**src/rtl/miss_recovery_controller_pkg.sv**
```systemverilog
// Shared types for the branch-miss recovery controller.
//   BasicTypes    : machine PC width and PC type.
//   RecoveryTypes : recovery FSM state encoding and the one-deep BTB update entry.
// No ports; packages only.

package BasicTypes;
    localparam int ADDR_WIDTH = 32;
    typedef logic [ADDR_WIDTH-1:0] PC;
endpackage

package RecoveryTypes;
    import BasicTypes::*;

    typedef enum logic [1:0] {
        IDLE     = 2'd0,
        FLUSH    = 2'd1,
        REDIRECT = 2'd2
    } RecoveryState;

    typedef struct packed {
        PC    pc;
        PC    target;
        logic taken;
    } BtbUpdate;
endpackage

```
**src/rtl/miss_recovery_controller_sat_counter.sv**
```systemverilog
// sat_counter: up-counter that sticks at all ones instead of wrapping.
// Ports:
//   clk   in   clock
//   rst   in   synchronous active-low reset, clears count
//   inc   in   count one event this cycle
//   count out  registered count value (WIDTH bits)

module sat_counter #(
    parameter int WIDTH = 32
) (
    input  logic             clk,
    input  logic             rst,
    input  logic             inc,
    output logic [WIDTH-1:0] count
);

    always_ff @(posedge clk) begin
        if (!rst) begin
            count <= '0;
        end else if (inc && (count != {WIDTH{1'b1}})) begin
            count <= count + WIDTH'(1);
        end
    end

endmodule

```
**src/rtl/miss_recovery_controller.sv**
```systemverilog
// miss_recovery_controller: sequences pipeline recovery after a branch miss
// flagged at the confirmed stage. A qualified miss flushes every stage for
// FLUSH_CYCLES cycles, then a fetch redirect to the corrected PC is offered
// on a valid/ready handshake. Independently, a one-deep BTB update register
// captures the resolved branch, and saturating counters track misses and
// BTB updates lost to overwrite.
//
// Handshakes (redirect and BTB update): the producer raises valid with stable
// payload and holds both until a cycle in which valid && ready; the transfer
// happens at that edge. Ready may depend on nothing from this block.
//
// Ports:
//   clk, rst                      clock, synchronous active-low reset
//   confirmedValid, isMiss        miss qualifier from the confirmed stage
//   irregPc, confirmedPc          corrected next PC, PC of the branch
//   isBranchTaken                 resolved direction
//   flush[NUM_STAGES]             per-stage flush (bit0 = fetch)
//   busy                          recovery in progress
//   redirectValid/Pc/Ready        fetch redirect handshake
//   btbUpdValid/Pc/Target/Taken/Ready  BTB update handshake
//   missCount, btbDropCount       saturating statistics

module miss_recovery_controller
    import RecoveryTypes::*;
#(
    parameter int ADDR_WIDTH   = BasicTypes::ADDR_WIDTH,
    parameter int NUM_STAGES   = 4,
    parameter int FLUSH_CYCLES = 2,
    parameter int CNT_WIDTH    = 32
) (
    input  logic                  clk,
    input  logic                  rst,
    input  logic                  confirmedValid,
    input  logic                  isMiss,
    input  logic [ADDR_WIDTH-1:0] irregPc,
    input  logic [ADDR_WIDTH-1:0] confirmedPc,
    input  logic                  isBranchTaken,
    output logic [NUM_STAGES-1:0] flush,
    output logic                  busy,
    output logic                  redirectValid,
    output logic [ADDR_WIDTH-1:0] redirectPc,
    input  logic                  redirectReady,
    output logic                  btbUpdValid,
    output logic [ADDR_WIDTH-1:0] btbUpdPc,
    output logic [ADDR_WIDTH-1:0] btbUpdTarget,
    output logic                  btbUpdTaken,
    input  logic                  btbUpdReady,
    output logic [CNT_WIDTH-1:0]  missCount,
    output logic [CNT_WIDTH-1:0]  btbDropCount
);

    // Down-counter only needs to hold FLUSH_CYCLES-1.
    localparam int FC_W = (FLUSH_CYCLES > 1) ? $clog2(FLUSH_CYCLES) : 1;

    RecoveryState          r_state;
    logic [FC_W-1:0]       r_flush_cnt;
    logic [ADDR_WIDTH-1:0] r_target_pc;
    BtbUpdate              r_btb;
    logic                  r_btb_valid;

    logic w_accept;
    logic w_btb_drop;

    // Misses are only meaningful from IDLE; anything later is wrong-path.
    assign w_accept   = (r_state == IDLE) && confirmedValid && isMiss;
    // A pending entry that cannot transfer this cycle is lost to the new one.
    assign w_btb_drop = w_accept && r_btb_valid && !btbUpdReady;

    // Recovery FSM with registered outputs.
    always_ff @(posedge clk) begin
        if (!rst) begin
            r_state       <= IDLE;
            r_flush_cnt   <= '0;
            r_target_pc   <= '0;
            flush         <= '0;
            busy          <= 1'b0;
            redirectValid <= 1'b0;
            redirectPc    <= '0;
        end else begin
            case (r_state)
                IDLE: begin
                    if (w_accept) begin
                        r_state     <= FLUSH;
                        r_target_pc <= irregPc;
                        r_flush_cnt <= FC_W'(FLUSH_CYCLES - 1);
                        flush       <= '1;
                        busy        <= 1'b1;
                    end
                end
                FLUSH: begin
                    if (r_flush_cnt == '0) begin
                        r_state       <= REDIRECT;
                        flush         <= '0;
                        redirectValid <= 1'b1;
                        redirectPc    <= r_target_pc;
                    end else begin
                        r_flush_cnt <= r_flush_cnt - FC_W'(1);
                    end
                end
                REDIRECT: begin
                    if (redirectValid && redirectReady) begin
                        r_state       <= IDLE;
                        redirectValid <= 1'b0;
                        busy          <= 1'b0;
                    end
                end
                default: begin
                    r_state       <= IDLE;
                    flush         <= '0;
                    busy          <= 1'b0;
                    redirectValid <= 1'b0;
                end
            endcase
        end
    end

    // One-deep BTB update register. A load in the same cycle as a transfer
    // simply replaces the departing entry, so valid stays high.
    always_ff @(posedge clk) begin
        if (!rst) begin
            r_btb       <= '0;
            r_btb_valid <= 1'b0;
        end else if (w_accept) begin
            r_btb.pc     <= confirmedPc;
            r_btb.target <= irregPc;
            r_btb.taken  <= isBranchTaken;
            r_btb_valid  <= 1'b1;
        end else if (r_btb_valid && btbUpdReady) begin
            r_btb_valid <= 1'b0;
        end
    end

    assign btbUpdValid  = r_btb_valid;
    assign btbUpdPc     = r_btb.pc;
    assign btbUpdTarget = r_btb.target;
    assign btbUpdTaken  = r_btb.taken;

    sat_counter #(.WIDTH(CNT_WIDTH)) u_miss_cnt (
        .clk   (clk),
        .rst   (rst),
        .inc   (w_accept),
        .count (missCount)
    );

    sat_counter #(.WIDTH(CNT_WIDTH)) u_drop_cnt (
        .clk   (clk),
        .rst   (rst),
        .inc   (w_btb_drop),
        .count (btbDropCount)
    );

endmodule

```
**config.mk**
```make
export PLATFORM = sky130hd
export DESIGN_NAME = miss_recovery_controller
export DESIGN_NICKNAME = d
export VERILOG_FILES = /design/src/rtl/miss_recovery_controller_pkg.sv /design/src/rtl/miss_recovery_controller_sat_counter.sv /design/src/rtl/miss_recovery_controller.sv
export SDC_FILE = /design/constraint.sdc
export NUM_CORES = 1
export LEC_CHECK = 0
export ABC_AREA = 1
export BUFFER_PORTS_ARGS = -buffer_cell sky130_fd_sc_hd__buf_2
export CAP_MARGIN = 40
export CORE_MARGIN = 5
export CORE_UTILIZATION = 30
export DETAILED_ROUTE_END_ITERATION = 12
export PLACE_DENSITY = 0.6
export SYNTH_ARGS = -nofsm -noshare
export SYNTH_HDL_FRONTEND = slang
export SYNTH_SLANG_ARGS = --single-unit
```
**constraint.sdc**
```tcl
create_clock -name clk -period 2 [get_ports clk]
set_clock_uncertainty 0.1 [all_clocks]
set_input_delay 0.2 -clock clk [delete_from_list [all_inputs] [get_ports clk]]
set_output_delay 0.2 -clock clk [all_outputs]
set_load 0.01 [all_outputs]
```
# Yosys cells after proc, flatten, opt, wreduce, memory -nomap -nowiden
# Cells that the tools add are included.
# Widths: inputs -> output; s select.
dict set report totals {
  register_bits 203
  latch_bits 0
  ramBits 0
  romBits 0
  inputBits 71
  output_inout_bits 168
  elab_cells 62
  memories 0
}
dict set report classes {
  addsub 3
  mul 0
  div 0
  magnitude_cmp 0
  n_eq_ne 7
  n_shift 0
  mux 16
  n_bitwise 4
  reduce_logical 19
}
# operator n
set ops {}
lappend ops {{$add 32x1->32 const B} 2}
lappend ops {{$ne 32x32->1 const B} 2}
lappend ops {{$pmux 4 s3} 1}
lappend ops {{$reduce_and 3->1} 4}
lappend ops {{$logic_and 1x1->1} 8}
lappend ops {{$mux 4} 2}
lappend ops {{$mux 1} 6}
lappend ops {{$mux 2} 3}
lappend ops {{$pmux 1 s3} 2}
lappend ops {{$pmux 2 s3} 1}
lappend ops {{$reduce_and 2->1} 3}
lappend ops {{$ne 2x2->1 const B} 2}
lappend ops {{$not 1->1} 4}
lappend ops {{$reduce_bool 2->1} 2}
lappend ops {{$eq 2x1->1 const B} 1}
lappend ops {{$eq 2x2->1 const B} 1}
lappend ops {{$logic_not 2->1} 1}
lappend ops {{$ne 2x1->1 const B} 1}
lappend ops {{$pmux 1 s2} 1}
lappend ops {{$logic_not 1->1} 1}
lappend ops {{$sub 1x1->1 const B} 1}

# Longest topological paths before layout
dict set report depth {
  word_depth 6
  ltp_mapped 11
}

# Hierarchy
# A second synthesis with hierarchy kept.
dict set report unflattened {
  hier_cells 1216
  area_unflattened_um2 8479.4
}
# mod n_inst cells_each area_each_um2 seq_area_each_um2
set by_module_without_submodules {}
lappend by_module_without_submodules {miss_recovery_controller 1 568 4655.7 2722.6}
lappend by_module_without_submodules {sat_counter 2 324 1911.8 640.6}

# Worst setup path before layout
# OpenSTA, ideal clock, no wires.
dict set report synth_path {
  path_type {register to register}
  start {register u_drop_cnt.count[0]}
  end {register u_drop_cnt.count[26]}
  setup_time_ns 0.115
  t_arrival_ns 1.504
  setup_slack_ns 0.281
  path_stages_with_launch 10
  n_path_buf 1
  cell_sequence {dfxtp_1 -> ha_1 -> inv_1 -> nor2_2 -> nand2_2 -> nor2_4 -> nand3_4 -> buf_2 -> a21oi_1 -> nor2_1}
}
dict set report synth_between {
  elab_chain_cells 2
}
# item line_no
set synth_lines {}
lappend synth_lines {{start, declared} miss_recovery_controller_sat_counter.sv:14} ;# output logic [WIDTH-1:0] count
lappend synth_lines {{start signal, assigned} miss_recovery_controller_sat_counter.sv:21} ;# count <= count + WIDTH'(1);
lappend synth_lines {{parallel branches: the longest is 2 deep, another holds $add 32x1->32} n/a}
# Several ways; the timed one is not identified.
# A chain may end at the register's enable or synchronous reset.

# Worst setup path after layout
dict set report layout_path {
  start {register u_drop_cnt.count[0]}
  end {register u_drop_cnt.count[18]}
}
# The elaborated chain is that of the path after synthesis.

==> impl_metrics.json <==
{
  "final_net_count": 1579,
  "ioPinCount": 239,
  "rsz0062_at_grt": "yes",
  "vias_in_the_first_global_route": 8461,
  "clock_h_tree_levels": 4,
  "root_buffer": "sky130_fd_sc_hd__clkbuf_16",
  "period_utilization_pct": 93.6,
  "cell_count_post_placement": 1796,
  "core_area_um2": 27800,
  "hp-class": "input pin to flip-flop",
  "finalMaxSlewViolations": 0,
  "drv_cap": 0,
  "clock_tree_from_tritoncts": "done",
  "leakage_nw": 4.84,
  "drc_errors": 0,
  "fillers": 2941,
  "power_density_nw_per_um2": 750,
  "worstPathRequired_ns": 2.23,
  "worst_setup_path_start_kind": "flip-flop",
  "gr-usage-all-layers_pct": 16.5,
  "cts_buffers": 17,
  "mostFrequentLayoutCells": "314 x sky130_fd_sc_hd__nand2_1, 238 x sky130_fd_sc_hd__buf_2, 217 x sky130_fd_sc_hd__nor2_1",
  "worst_hold_slack_ns": 0.0437,
  "synth_seq_area_share_pct": 47.5,
  "worstSetupPathType": "flip-flop to flip-flop",
  "drt_wl_total_mm": 26.6,
  "ys_seq_elements": 200,
  "gpl.final_weighted_congestion": 0.857,
  "via_per_inst": 4.64,
  "instances_no_fill": 1897,
  "report.final.hold_viol_count": 0,
  "dr_total_vias": 8801,
  "worstPathMaxFanout": 16,
  "drt_pre_antenna_iters": 5,
  "status": "finished, final reports clean",
  "die_w_um": 178,
  "ys_types": 34,
  "worstSetupEndpointType": "flip-flop",
  "grt_pass1_wl_mm": 42.6,
  "synthesis.area_um2": 8430,
  "cts_max_path_buffers": 2,
  "floorplan.die_area_um2": 31500,
  "layout-drive-gt1-share_pct": 23.6,
  "final_common_cell": "sky130_fd_sc_hd__nand2_1",
  "timing.slew.headroom_pct": 65.7,
  "max_freq_mhz": 534,
  "die-height_um": 178,
  "site_rows": 61,
  "avgSynthCellArea_um2": 7.03,
  "irDropWorstVdd_mv": 0.586,
  "synth-warning-count": 0,
  "initialDrtViolationCount": 363,
  "drt-wirelength-per-cell_um": 14.0,
  "syn2layout_area_growth_pct": 36.7,
  "grt_remaining_overflow": 0,
  "initial_core_util_pct": 30.3,
  "antenna_cells_inserted": 0,
  "worst_pin_slew_ns": 0.515,
  "clk_transition_reported_paths_ns": 0.08,
  "post-dp-hpwl_mm": 18.4,
  "grt_antenna_before_repair": 0,
  "grt_start_max_net_pins": 85,
  "worst-endpoint-arrival_ns": 2.10,
  "clock_sink_count": 200,
  "drt.antenna.violating_nets": 0,
  "fin_crit_period_ns": 1.87,
  "finalSetupViolCount": 0,
  "netlist_instances": 1199,
  "postSynthNetCount": 1272,
  "worstSkewPairLatency_ns": 0.44,
  "numPortBuffers": 238
}
report_power, final:
group | switching, mW | internal (mW) | leakage, nW
Combinational | 0.443 | 0.334 | 2.91
Sequential | 0.0694 | 4.11 | 1.62
Clock | 1.83 | 1.85 | 0.309
worst max-delay path, stage by stage (launching register included):
cell and delay (ns):
sky130_fd_sc_hd__dfxtp_1 0.39, sky130_fd_sc_hd__ha_2 0.22, sky130_fd_sc_hd__inv_1 0.05, sky130_fd_sc_hd__nor2_2 0.15, sky130_fd_sc_hd__nand2_2 0.12, sky130_fd_sc_hd__nor2_4 0.13
sky130_fd_sc_hd__nand3_4 0.14, sky130_fd_sc_hd__buf_4 0.23, sky130_fd_sc_hd__a21oi_1 0.17, sky130_fd_sc_hd__nor2_1 0.06
stage by stage:
step                      setup TNS, ns  area [µm²]  worst slack (ns)  power (mW)  utilization [%]
after floorplan                       0        8430             0.281        4.65                -
after global placement                0       10200             0.105        4.95             36.7
after detailed placement              0       10200            0.0437        4.96             36.7
after CTS                             0       11500            0.0366        8.75             41.3
after global routing            -0.0188       11500           -0.0147        9.04             41.5
final                                 0       11500             0.129        8.64             41.5
layout make-up:
class | instances | area (µm²) | share of cell area, %
flip-flops and latches | 200 | 4000 | 34.8
clock inverters | 15 | 213 | 1.85
well taps | 378 | 473 | 4.11
inverters | 50 | 190 | 1.65
repair buffers | 351 | 2250 | 19.6
clock buffers | 17 | 425 | 3.69
multi-input cells | 886 | 3960 | 34.4
worst paths after layout:
check                      start                   end  slack, ns  cells after the start
max          u_drop_cnt.count[0]  u_drop_cnt.count[18]       0.13                      9
min              confirmedPc[31]          btbUpdPc[31]       0.04                      3
max reg2reg  u_drop_cnt.count[0]  u_drop_cnt.count[18]       0.13                      9
min reg2reg        redirectPc[7]         redirectPc[7]       0.36                      2
what timing repair did:
action	in CTS	in global routing
hold buffers	65	0
endpoints found under the hold margin	97	0
setup buffers	0	4
gates resized for setup	0	3
endpoints found under the setup margin	0	20
kinds of logic after synthesis:
kind of cell,count (synthesis),share of synthesized area [%]
AOI/OAI and AO/OA,203,12.5
xor gates and xnor gates,10,1.04
DFF,200,47.5
buffers and inverters,113,5.73
adders and majority gates,2,0.297
and+or+nand+nor,671,32.9
synthesized netlist by cell type:
| cell | n | area share (%) |
|---|---|---|
| sky130_fd_sc_hd__clkbuf_1 | 34 | 1.5 |
| sky130_fd_sc_hd__a221oi_1 | 1 | 0.10 |
| sky130_fd_sc_hd__and3_1 | 1 | 0.074 |
| sky130_fd_sc_hd__o21a_1 | 1 | 0.089 |
| sky130_fd_sc_hd__nor3_1 | 3 | 0.18 |
| sky130_fd_sc_hd__nor3_2 | 1 | 0.12 |
| sky130_fd_sc_hd__buf_1 | 3 | 0.13 |
| sky130_fd_sc_hd__xor2_1 | 6 | 0.62 |
| sky130_fd_sc_hd__o21ai_0 | 40 | 2.4 |
| sky130_fd_sc_hd__nor2_1 | 220 | 9.8 |
| sky130_fd_sc_hd__a21oi_1 | 151 | 9.0 |
| sky130_fd_sc_hd__nand3_2 | 1 | 0.12 |
| sky130_fd_sc_hd__a31oi_1 | 2 | 0.15 |
| sky130_fd_sc_hd__nor2_4 | 2 | 0.27 |
| sky130_fd_sc_hd__nor2_2 | 11 | 0.82 |
| sky130_fd_sc_hd__buf_4 | 3 | 0.27 |
| sky130_fd_sc_hd__nand2_2 | 6 | 0.45 |
| sky130_fd_sc_hd__inv_2 | 7 | 0.31 |
| sky130_fd_sc_hd__nand2_4 | 1 | 0.13 |
| sky130_fd_sc_hd__dfxtp_1 | 200 | 48 |
| sky130_fd_sc_hd__nand3b_1 | 2 | 0.18 |
| sky130_fd_sc_hd__nand3_4 | 1 | 0.21 |
| sky130_fd_sc_hd__clkinv_1 | 1 | 0.045 |
| sky130_fd_sc_hd__a21oi_2 | 7 | 0.73 |
| sky130_fd_sc_hd__o21ai_1 | 1 | 0.059 |
| sky130_fd_sc_hd__nand3_1 | 95 | 5.6 |
| sky130_fd_sc_hd__inv_1 | 42 | 1.9 |
| sky130_fd_sc_hd__xnor2_1 | 4 | 0.42 |
| sky130_fd_sc_hd__and2_1 | 2 | 0.15 |
| sky130_fd_sc_hd__buf_2 | 20 | 1.2 |
| sky130_fd_sc_hd__ha_1 | 2 | 0.30 |
| sky130_fd_sc_hd__nand4_1 | 11 | 0.82 |
| sky130_fd_sc_hd__buf_6 | 3 | 0.40 |
| sky130_fd_sc_hd__nand2_1 | 314 | 14 |
flip-flops by register name, summed over array words and instances, names as in the netlist:
register / flops
flush: 1
redirectValid: 1
redirectPc: 32
btbUpdTaken: 1
btbUpdTarget: 32
busy: 1
btbUpdPc: 32
u_miss_cnt.count: 32
btbUpdValid: 1
r_flush_cnt: 1
r_state: 2
r_target_pc: 32
u_drop_cnt.count: 32
layer usage:
layer / share of wire (%) / up-vias / track usage (%)
met5: 0 / - / 0
met4: 1.5 / 0 / 4.64
met3: 6.6 / 27 / 4.03
met2: 47 / 264 / 28.1
met1: 45 / 4027 / 20.8
li1: - / 4483 / -
Power figures use the tool's default switching activity.
